## src/rtl/inst_fetch_pkg.sv

```systemverilog
// Shared definitions for the instruction fetch stage: bus widths,
// reset PC and the fetch FSM state encoding.
package inst_fetch_pkg;

  localparam int          ADDR_W_DEF   = 32;
  localparam int          DATA_W_DEF   = 32;
  localparam logic [31:0] RESET_PC_DEF = 32'h8000_0000;

  typedef enum logic [1:0] {
    IF_IDLE  = 2'd0,
    IF_FETCH = 2'd1,
    IF_WAIT  = 2'd2,
    IF_HOLD  = 2'd3
  } if_state_e;

endpackage

```

## src/rtl/inst_fetch_if.sv

```systemverilog
// Fetch stage bundle: instruction memory request/response channel plus the
// valid/ready hand-off to decode and the control-flow inputs.
// master = fetch stage, slave = memory / decode / control side.
interface inst_fetch_if
  import inst_fetch_pkg::*;
#(
  parameter int ADDR_W = ADDR_W_DEF,
  parameter int DATA_W = DATA_W_DEF
);
  logic              imem_req_o;
  logic [ADDR_W-1:0] imem_addr_o;
  logic              imem_ready_i;
  logic              imem_rvalid_i;
  logic [DATA_W-1:0] imem_rdata_i;
  logic              valid_o;
  logic              ready_i;
  logic [ADDR_W-1:0] pc_o;
  logic [DATA_W-1:0] inst_o;
  logic              jump_en_i;
  logic [ADDR_W-1:0] jump_target_i;
  logic              redirect_i;
  logic [ADDR_W-1:0] redirect_pc_i;
  logic              halt_i;

  modport master (
    output imem_req_o, imem_addr_o, valid_o, pc_o, inst_o,
    input  imem_ready_i, imem_rvalid_i, imem_rdata_i, ready_i,
           jump_en_i, jump_target_i, redirect_i, redirect_pc_i, halt_i
  );

  modport slave (
    input  imem_req_o, imem_addr_o, valid_o, pc_o, inst_o,
    output imem_ready_i, imem_rvalid_i, imem_rdata_i, ready_i,
           jump_en_i, jump_target_i, redirect_i, redirect_pc_i, halt_i
  );
endinterface

```

## src/rtl/inst_fetch_pc_reg.sv

```systemverilog
// Program counter with next-PC selection: redirect > jump > pc+4.
// Targets are word-aligned by clearing the two low bits; pc+4 wraps.
module inst_fetch_pc_reg
  import inst_fetch_pkg::*;
#(
  parameter int                ADDR_W   = ADDR_W_DEF,
  parameter logic [ADDR_W-1:0] RESET_PC = ADDR_W'(RESET_PC_DEF)
) (
  input  logic              clk,
  input  logic              rst,
  input  logic              redirect_i,
  input  logic [ADDR_W-1:0] redirect_pc_i,
  input  logic              advance_i,
  input  logic              jump_en_i,
  input  logic [ADDR_W-1:0] jump_target_i,
  output logic [ADDR_W-1:0] pc_o
);
  localparam logic [ADDR_W-1:0] ALIGN_MASK = ~ADDR_W'(3);

  logic [ADDR_W-1:0] pc_q;
  logic [ADDR_W-1:0] pc_d;

  // Next-PC mux; advance_i is only high on a decode handshake.
  always_comb begin
    pc_d = pc_q;
    if (redirect_i) begin
      pc_d = redirect_pc_i & ALIGN_MASK;
    end else if (advance_i) begin
      pc_d = jump_en_i ? (jump_target_i & ALIGN_MASK) : (pc_q + ADDR_W'(4));
    end
  end

  // PC register, loaded with the boot address on reset.
  always_ff @(posedge clk or negedge rst) begin
    if (!rst) pc_q <= RESET_PC;
    else      pc_q <= pc_d;
  end

  assign pc_o = pc_q;
endmodule

```

## src/rtl/inst_fetch.sv

```systemverilog
// Instruction fetch stage: one outstanding request to instruction memory,
// holds the returned word with its PC until decode takes it, and discards
// responses made stale by a redirect.
module inst_fetch
  import inst_fetch_pkg::*;
#(
  parameter int                ADDR_W   = ADDR_W_DEF,
  parameter int                DATA_W   = DATA_W_DEF,
  parameter logic [ADDR_W-1:0] RESET_PC = ADDR_W'(RESET_PC_DEF)
) (
  input logic          clk,
  input logic          rst,
  inst_fetch_if.master bus
);
  if_state_e         state_q;
  logic              req_q;
  logic              valid_q;
  logic              drop_q;
  logic [DATA_W-1:0] inst_q;
  logic [ADDR_W-1:0] pc_hold_q;
  logic [ADDR_W-1:0] pc;
  logic              handshake;

  // A redirect kills the held instruction in the same cycle.
  assign bus.valid_o     = valid_q & ~bus.redirect_i;
  assign handshake       = bus.valid_o & bus.ready_i;
  assign bus.imem_req_o  = req_q;
  assign bus.imem_addr_o = req_q ? pc : '0;
  assign bus.pc_o        = pc_hold_q;
  assign bus.inst_o      = inst_q;

  inst_fetch_pc_reg #(
    .ADDR_W   (ADDR_W),
    .RESET_PC (RESET_PC)
  ) u_pc_reg (
    .clk           (clk),
    .rst           (rst),
    .redirect_i    (bus.redirect_i),
    .redirect_pc_i (bus.redirect_pc_i),
    .advance_i     (handshake),
    .jump_en_i     (bus.jump_en_i),
    .jump_target_i (bus.jump_target_i),
    .pc_o          (pc)
  );

  // Fetch FSM with registered request/valid flags and the held word.
  always_ff @(posedge clk or negedge rst) begin
    if (!rst) begin
      state_q   <= IF_IDLE;
      req_q     <= 1'b0;
      valid_q   <= 1'b0;
      drop_q    <= 1'b0;
      inst_q    <= '0;
      pc_hold_q <= '0;
    end else begin
      case (state_q)
        IF_IDLE: begin
          if (bus.redirect_i || !bus.halt_i) begin
            state_q <= IF_FETCH;
            req_q   <= 1'b1;
          end
        end
        IF_FETCH: begin
          // A redirect before acceptance just retargets the address via pc.
          // Accepted and answered under a redirect: stay here and refetch.
          if (bus.imem_ready_i && !(bus.imem_rvalid_i && bus.redirect_i)) begin
            req_q <= 1'b0;
            if (bus.imem_rvalid_i) begin
              inst_q    <= bus.imem_rdata_i;
              pc_hold_q <= pc;
              valid_q   <= 1'b1;
              state_q   <= IF_HOLD;
            end else begin
              drop_q  <= bus.redirect_i;
              state_q <= IF_WAIT;
            end
          end
        end
        IF_WAIT: begin
          if (bus.imem_rvalid_i) begin
            if (drop_q || bus.redirect_i) begin
              drop_q  <= 1'b0;
              req_q   <= 1'b1;
              state_q <= IF_FETCH;
            end else begin
              inst_q    <= bus.imem_rdata_i;
              pc_hold_q <= pc;
              valid_q   <= 1'b1;
              state_q   <= IF_HOLD;
            end
          end else if (bus.redirect_i) begin
            drop_q <= 1'b1;
          end
        end
        IF_HOLD: begin
          if (bus.redirect_i || handshake) begin
            valid_q <= 1'b0;
            if (!bus.redirect_i && bus.halt_i) begin
              state_q <= IF_IDLE;
            end else begin
              req_q   <= 1'b1;
              state_q <= IF_FETCH;
            end
          end
        end
        default: begin
          state_q <= IF_IDLE;
          req_q   <= 1'b0;
          valid_q <= 1'b0;
        end
      endcase
    end
  end
endmodule

```

## src/flat_wrapper.sv

```systemverilog
// flat-port wrapper written by rule: the top's interface ports become plain ports
module inst_fetch_flat import inst_fetch_pkg::*;
#(
  parameter int                ADDR_W   = ADDR_W_DEF,
  parameter int                DATA_W   = DATA_W_DEF,
  parameter logic [ADDR_W-1:0] RESET_PC = ADDR_W'(RESET_PC_DEF)
)
  (clk, rst, bus_imem_req_o, bus_imem_addr_o, bus_valid_o, bus_pc_o, bus_inst_o, bus_imem_ready_i, bus_imem_rvalid_i, bus_imem_rdata_i, bus_ready_i, bus_jump_en_i, bus_jump_target_i, bus_redirect_i, bus_redirect_pc_i, bus_halt_i);
  inst_fetch_if #(.ADDR_W(ADDR_W), .DATA_W(DATA_W)) bus_i ();
  input logic clk;
  input logic rst;
  output wire logic [$bits(bus_i.imem_req_o)-1:0] bus_imem_req_o;
  output wire logic [$bits(bus_i.imem_addr_o)-1:0] bus_imem_addr_o;
  output wire logic [$bits(bus_i.valid_o)-1:0] bus_valid_o;
  output wire logic [$bits(bus_i.pc_o)-1:0] bus_pc_o;
  output wire logic [$bits(bus_i.inst_o)-1:0] bus_inst_o;
  input wire logic [$bits(bus_i.imem_ready_i)-1:0] bus_imem_ready_i;
  input wire logic [$bits(bus_i.imem_rvalid_i)-1:0] bus_imem_rvalid_i;
  input wire logic [$bits(bus_i.imem_rdata_i)-1:0] bus_imem_rdata_i;
  input wire logic [$bits(bus_i.ready_i)-1:0] bus_ready_i;
  input wire logic [$bits(bus_i.jump_en_i)-1:0] bus_jump_en_i;
  input wire logic [$bits(bus_i.jump_target_i)-1:0] bus_jump_target_i;
  input wire logic [$bits(bus_i.redirect_i)-1:0] bus_redirect_i;
  input wire logic [$bits(bus_i.redirect_pc_i)-1:0] bus_redirect_pc_i;
  input wire logic [$bits(bus_i.halt_i)-1:0] bus_halt_i;
  assign bus_imem_req_o = bus_i.imem_req_o;
  assign bus_imem_addr_o = bus_i.imem_addr_o;
  assign bus_valid_o = bus_i.valid_o;
  assign bus_pc_o = bus_i.pc_o;
  assign bus_inst_o = bus_i.inst_o;
  assign bus_i.imem_ready_i = bus_imem_ready_i;
  assign bus_i.imem_rvalid_i = bus_imem_rvalid_i;
  assign bus_i.imem_rdata_i = bus_imem_rdata_i;
  assign bus_i.ready_i = bus_ready_i;
  assign bus_i.jump_en_i = bus_jump_en_i;
  assign bus_i.jump_target_i = bus_jump_target_i;
  assign bus_i.redirect_i = bus_redirect_i;
  assign bus_i.redirect_pc_i = bus_redirect_pc_i;
  assign bus_i.halt_i = bus_halt_i;
  inst_fetch #(.ADDR_W(ADDR_W), .DATA_W(DATA_W), .RESET_PC(RESET_PC)) u_core (.clk(clk), .rst(rst), .bus(bus_i));
endmodule
```

## config.mk

```make
export PLATFORM = sky130hd
export DESIGN_NAME = inst_fetch_flat
export DESIGN_NICKNAME = d
export VERILOG_FILES = /design/src/rtl/inst_fetch_pkg.sv /design/src/rtl/inst_fetch_if.sv /design/src/rtl/inst_fetch_pc_reg.sv /design/src/rtl/inst_fetch.sv /design/src/flat_wrapper.sv
export SDC_FILE = /design/constraint.sdc
export NUM_CORES = 1
export LEC_CHECK = 0
export CAP_MARGIN = 20
export CORE_ASPECT_RATIO = 0.6
export CORE_UTILIZATION = 30
export DETAILED_ROUTE_END_ITERATION = 16
export SETUP_SLACK_MARGIN = 0.4
export SLEW_MARGIN = 20
export SYNTH_ARGS = -nofsm -noshare
export SYNTH_HDL_FRONTEND = slang
export SYNTH_SLANG_ARGS = --single-unit
```

## constraint.sdc

```tcl
create_clock -name clk -period 2.4 [get_ports clk]
set_input_delay 0.36 -clock clk [delete_from_list [all_inputs] [get_ports clk]]
set_output_delay 0.36 -clock clk [all_outputs]
set_load 0.01 [all_outputs]
```

==> impl_metrics.env, run 1 <==
export IMPL_run_status="complete, no violations"
export IMPL_hold_viol=0
export IMPL_cp_required_ns=2.04
export IMPL_rr_startpoint="u_core.u_pc_reg.pc_o[12]"
export IMPL_maxSlewViolCount=0
export IMPL_tightest_slew_ns=0.835
export IMPL_synthDistinctLibCells=60
export IMPL_clk_pin_slew_ns=0.07
export IMPL_yosys_warnings=0
export IMPL_dr_pass1_iters=4
export IMPL_drv_cap=0
export IMPL_fin_area_sq_um=7820
export IMPL_via_per_inst=4.81
export IMPL_syn_area_sq_um=5150
export IMPL_root_buffer="clkbuf_16"
export IMPL_clkLatencyLatePin_ns=0.35
export IMPL_yosysMostFrequentCell="dfrtp_1"
export IMPL_die_h_microns=104
export IMPL_hpwlAfterDp_microns=12200
export IMPL_cts_buffer_depth=2
export IMPL_endpoint_kind="output port"
export IMPL_fin_crit_ns=1.97
export IMPL_antenna_found_initial=0
export IMPL_start_util_pct=31.3
export IMPL_grt_pass1_wl_microns=26000
export IMPL_die_w_microns=171
export IMPL_finalCritPeriodShare_pct=82.0
export IMPL_synth_top_cell_area_share_pct=46.6
export IMPL_max_freq_mhz=508
export IMPL_powerDensity_nw_per_um2=989
export IMPL_port_buffers=193
export IMPL_cts_tree="done"
export IMPL_drtIter0Drc=219
export IMPL_cts_hold_buf=0
export IMPL_drc_errors=0
export IMPL_postSynthAreaPerCell_sq_um=10.2
export IMPL_htree_num_levels=3
export IMPL_cp_data_arrival_time_ns=1.61
export IMPL_synth_edf_count=0
export IMPL_synthArstFlopShare_pct=100
export IMPL_postRouteWirelength_microns=16500
export IMPL_ir_drop_mv=0.411
export IMPL_nets=812
export IMPL_maxUsedRoutingLayer="met4"
export IMPL_yosysTopAreaCell="dfrtp_1"
export IMPL_drive_gt1_share_pct=17.6
export IMPL_rows=36
export IMPL_grt_pass1_vias=4792
export IMPL_grt_use_total_pct=18.9
export IMPL_synthCells=503
export IMPL_wl_met2_microns=6960
export IMPL_fillers=1545
export IMPL_diodes=0
export IMPL_gp_congestion=0.755
export IMPL_synth_flop_cell="dfrtp_1"
export IMPL_worst_clock_skew_ns=0.00809
export IMPL_vias=4523
export IMPL_dieArea_sq_um=17700
export IMPL_slew_headroom_pct=44.3
export IMPL_path_class="reg -> out"
export IMPL_grt_start_max_net_pins=56
export IMPL_worstHoldPathType="in -> async"
export IMPL_core_area_sq_um=16500
export IMPL_post_dp_cell_area_sq_um=7400
export IMPL_syn2layout_area_growth_pct=51.8
export IMPL_setup_viol=0
export IMPL_fin_tns_setup_ns=0
export IMPL_cellLeakagePower_uw=0.00334
export IMPL_ys_seq_elements=97
export IMPL_cp_startpoint="u_core.bus.imem_req_o"
export IMPL_synthTopCellsByCount="96 x dfrtp_1, 55 x mux2_2, 42 x nand2_1"
export IMPL_wl_met3_microns=1500
export IMPL_rsz0062_at_grt="true"
export IMPL_critPathMaxFanout=24
export IMPL_ios=202
export IMPL_grt_overflow_total=0
export IMPL_clkSinkCount=97
export IMPL_cts_buffers=9
export IMPL_ant_nets=0
export IMPL_wl_met1_microns=8000
export IMPL_wl_per_cell_microns=17.5
export IMPL_ys_seq_area_share_pct=47.1
export IMPL_synth_area_leaders="dfrtp_1 47%, mux2_2 12%, and2_1 3.9%"
export IMPL_startpoint_type="flip-flop"
[per-stage QoR]
step / setup slack, ns / util (%) / instances / power (uW) / hold WS, ns
after floorplan: 0.556 / - / 506 / 4280 / 0.0644
after global placement: 0.105 / 44.9 / 916 / 6230 / 0.398
after detailed placement: 0.0522 / 44.9 / 916 / 6330 / 0.407
after CTS: 0.392 / 46.9 / 937 / 7810 / 0.0253
after global routing: 0.346 / 47.4 / 940 / 8250 / 0.0518
final: 0.432 / 47.4 / 940 / 7740 / 0.0136
[layout make-up]
cell class / count / area, sq um / area share (%)
clock buffers: 9 / 225 / 2.88
clock inverters: 7 / 62.6 / 0.800
inverters: 9 / 33.8 / 0.432
multi-input cells: 362 / 2520 / 32.2
flip-flops and latches: 97 / 2430 / 31.1
well taps: 228 / 285 / 3.65
repair buffers: 228 / 2260 / 28.9
[where the power goes]
group          internal [uW]  switching (uW)
Sequential              2290             432
Clock                    723             685
Combinational           2160            1450
Total                   5170            2570
[critical path: stages, from the launching register on]
cell and delay [ns]:
dfrtp_2 0.40, buf_12 0.16, and2_1 0.15, clkdlybuf4s50_1 0.54
[what timing repair did]
item	CTS	global route
setup endpoints to repair	35	77
cloned	0	1
buffers inserted	5	2
pin swaps	2	0
resized for setup	5	16
[cell families (layout without fill, tap and decap cells)]
family / after synthesis / after routing / share of synthesized area (%)
AND/OR/NAND/NOR: 160 / 160 / 16.8
adder cells (fa/ha/maj): 1 / 1 / 0.243
buffers and inverters: 47 / 253 / 4.78
XOR/XNOR: 17 / 17 / 2.89
AO/OA/AOI/OAI: 109 / 109 / 12.7
multiplexers: 71 / 71 / 15.3
flip-flops: 97 / 97 / 47.1
other: 1 / 4 / 0.0728
[layer usage]
metal / global-route usage [%] / vias up
met3: 6.57 / 2
met4: 3.57 / 0
met5: 0 / -
met1: 26.9 / 2188
met2: 27.6 / 144
li1: - / 2189
[final timing paths]
kind                                            end  slack, ns  cells after the start
max                             bus_imem_addr_o[26]       0.43                      3
min                             u_core.bus.pc_o[15]       0.01                      1
max reg2reg                u_core.u_pc_reg.pc_o[30]       0.48                      6
min reg2reg                      u_core.bus.pc_o[4]       0.50                      1
max in group asynchronous  u_core.u_pc_reg.pc_o[31]       1.62                      2
min in group clk                      u_core.drop_q       0.39                      3
[placed cells by master (no fill, tap or decap), drive strengths merged, types with 9 or more instances in the layout]
master	count
xor2	11
nand3	27
a21oi	34
clkdlybuf4s50	181
mux2	62
o21ai	35
clkbuf	10
nor2	17
dfrtp	96
mux2i	9
buf	37
inv	12
nand2	42
and2	32
[state kept, by name, indices dropped and copies added, names as in the netlist]
name / flops
u_core.bus.imem_req_o: 1
u_core.u_pc_reg.pc_o: 30
u_core.state_q: 2
u_core.drop_q: 1
u_core.valid_q: 1
u_core.bus.pc_o: 30
u_core.bus.inst_o: 32
No activity file was read; power rests on OpenSTA's default activity.
==> run 2: changes to the inputs <==
clock period = 2 ns   (was 2.4 ns; I/O delays follow)
==> run 2 against run 1 <==
Sequential cell count unchanged. Register-to-register slack worse by 0.29 ns. Sequential share of layout area is 4.1 points lower. Power rose by 37%. Die area is the same. Critical path type is now reg -> reg. Highest routed layer unchanged.
==> impl_metrics.env, run 2 (synthesized netlist as in run 1, its figures left out) <==
export IMPL_critPathMaxFanout=7
export IMPL_cp_data_arrival_time_ns=2.04
export IMPL_worstHoldPathType="in -> reg"
export IMPL_clk_pin_slew_ns=0.07
export IMPL_drc_errors=0
export IMPL_grt_overflow_total=0
export IMPL_fillers=1465
export IMPL_ir_drop_mv=0.476
export IMPL_rows=36
export IMPL_ios=202
export IMPL_port_buffers=193
export IMPL_mostFrequentLayoutCells="153 x clkdlybuf4s50_1, 91 x dfrtp_1, 52 x buf_6, 51 x buf_4, 40 x nand2_1"
export IMPL_antenna_found_initial=0
export IMPL_placed_cells_incl_taps=939
export IMPL_drtIter0Drc=292
export IMPL_die_w_microns=171
export IMPL_crit_slowest_cell="dfrtp_2"
export IMPL_critPathMaxStageDelay_ns=0.43
export IMPL_clkSinkCount=97
export IMPL_tightest_slew_ns=0.524
export IMPL_startpoint_type="flip-flop"
export IMPL_clkLatencyLatePin_ns=0.35
export IMPL_hold_viol=0
export IMPL_max_freq_mhz=551
export IMPL_cellLeakagePower_uw=0.00397
export IMPL_vias=4994
export IMPL_dr_pass1_iters=7
export IMPL_cts_buffer_depth=2
export IMPL_path_cells="and3b_2 -> a21oi_4 -> or3_4 -> clkbuf_16 -> mux2_2"
export IMPL_hpwlAfterDp_microns=12500
export IMPL_cp_startpoint="u_core.state_q[0]"
export IMPL_rsz0062_at_grt="true"
export IMPL_setup_viol=0
export IMPL_diodes=0
export IMPL_largest_register_ffs=32
export IMPL_fin_crit_ns=1.81
export IMPL_endpoint_kind="flip-flop"
export IMPL_final_instance_count_excl_fill=998
export IMPL_cts_buffers=9
export IMPL_fin_tns_setup_ns=0
export IMPL_r2r_end="u_core.bus.inst_o[14]"
export IMPL_slew_headroom_pct=65.0
export IMPL_die_h_microns=104
export IMPL_ant_nets=0
export IMPL_wl_per_cell_microns=18.9
export IMPL_dieArea_sq_um=17700
export IMPL_gp_congestion=0.851
export IMPL_syn2layout_area_growth_pct=74.7
export IMPL_worstSetupEndpoint="u_core.bus.inst_o[14]"
export IMPL_start_util_pct=31.3
export IMPL_postRouteWirelength_microns=18800
export IMPL_cp_required_ns=2.23
export IMPL_run_status="complete, no violations"
export IMPL_powerDensity_nw_per_um2=1180
export IMPL_reg2regPathDepth=5
export IMPL_cts_tree="done"
export IMPL_rr_startpoint="u_core.state_q[0]"
export IMPL_root_buffer="clkbuf_16"
export IMPL_multi_input_area_sq_um=2950
export IMPL_finalCritPeriodShare_pct=90.7
export IMPL_drive_gt1_share_pct=36.0
export IMPL_nets=871
export IMPL_via_per_inst=5.00
export IMPL_grt_pass1_wl_microns=27200
export IMPL_r2r_slack_ns=0.19
export IMPL_maxSlewViolCount=0
export IMPL_grt_pass1_vias=5049
export IMPL_path_class="reg -> reg"
export IMPL_worst_clock_skew_ns=0.00941
export IMPL_grt_use_total_pct=19.8
export IMPL_grt_start_max_net_pins=44
export IMPL_register_area_sq_um=2430
export IMPL_whs_ns=0.410
export IMPL_drv_cap=0
export IMPL_htree_num_levels=3
export IMPL_layout_commonest_cell="clkdlybuf4s50_1"
export IMPL_core_area_sq_um=16500
run 2: cell count changes in the layout (fill, tap and decap cells not counted), sizes merged:
cell and change:
clkinv +1, or3 +1, bufinv +2, dlymetal6s2s -4
inv -2, clkinvlp -3, dlygate4sd2 +2, buf +81
dlygate4sd3 +1, clkdlybuf4s50 -28, clkbuf +7
run 2: layer usage:
metal | wire length (microns) | vias to the layer above | GRT usage [%]
met5 | 0 | - | 0
li1 | - | 2312 | -
met3 | 1560 | 24 | 5.66
met1 | 9010 | 2463 | 28.5
met2 | 8010 | 195 | 29.2
met4 | 233 | 0 | 4.21
run 2: how the worst min path moves through the flow:
stage | start | endpoint | depth (start not counted)
detailed placement | rst | u_core.bus.pc_o[3] | 1
finish | bus_redirect_i | u_core.drop_q | 3
global route | bus_redirect_i | u_core.drop_q | 3
floorplan | rst | u_core.bus.imem_req_o | 0
CTS | bus_redirect_i | u_core.drop_q | 3
global placement | rst | u_core.bus.pc_o[3] | 1
run 2: area by class of cell:
cell class | instances | share of cell area (%)
Timing Repair Buffer | 286 | 33.1
Tap cell | 228 | 3.17
Sequential cell | 97 | 27.1
Inverter | 9 | 0.375
Clock inverter | 5 | 0.876
Clock buffer | 10 | 2.65
Multi-Input combinational cell | 363 | 32.7
run 2: power breakdown:
| part | internal (uW) | switching, uW | total, uW |
|---|---|---|---|
| registers | 2750 | 489 | 3240 |
| clock network | 1120 | 763 | 1890 |
| logic | 3320 | 2150 | 5470 |
| total | 7200 | 3410 | 10600 |
run 2: what timing repair did:
item	in CTS	in global routing
endpoints found under the setup margin	116	120
endpoints found under the hold margin	35	0
pin swaps	24	18
resized for setup	194	107
hold buffers	1	0
gates cloned	2	9
buffers inserted	23	9
run 2: critical path: cells and delay by family, from the launching register on:
kind,cells,cell delay [ns]
AO/OA/AOI/OAI,1,0.17
buffers and inverters,1,0.21
flip-flops,1,0.43
multiplexers,1,0.33
AND/OR/NAND/NOR,2,0.55
run 2: through the flow:
stage / total power [uW] / area (sq um) / utilization [%] / worst slack, ns
final: 10600 / 9000 / 54.6 / 0.185
after global routing: 11200 / 9000 / 54.6 / 0.0434
after CTS: 10000 / 8380 / 50.8 / 0.252
after detailed placement: 7760 / 7640 / 46.3 / -0.101
after global placement: 7660 / 7640 / 46.3 / -0.0939
after floorplan: 5220 / 5220 / - / 0.279
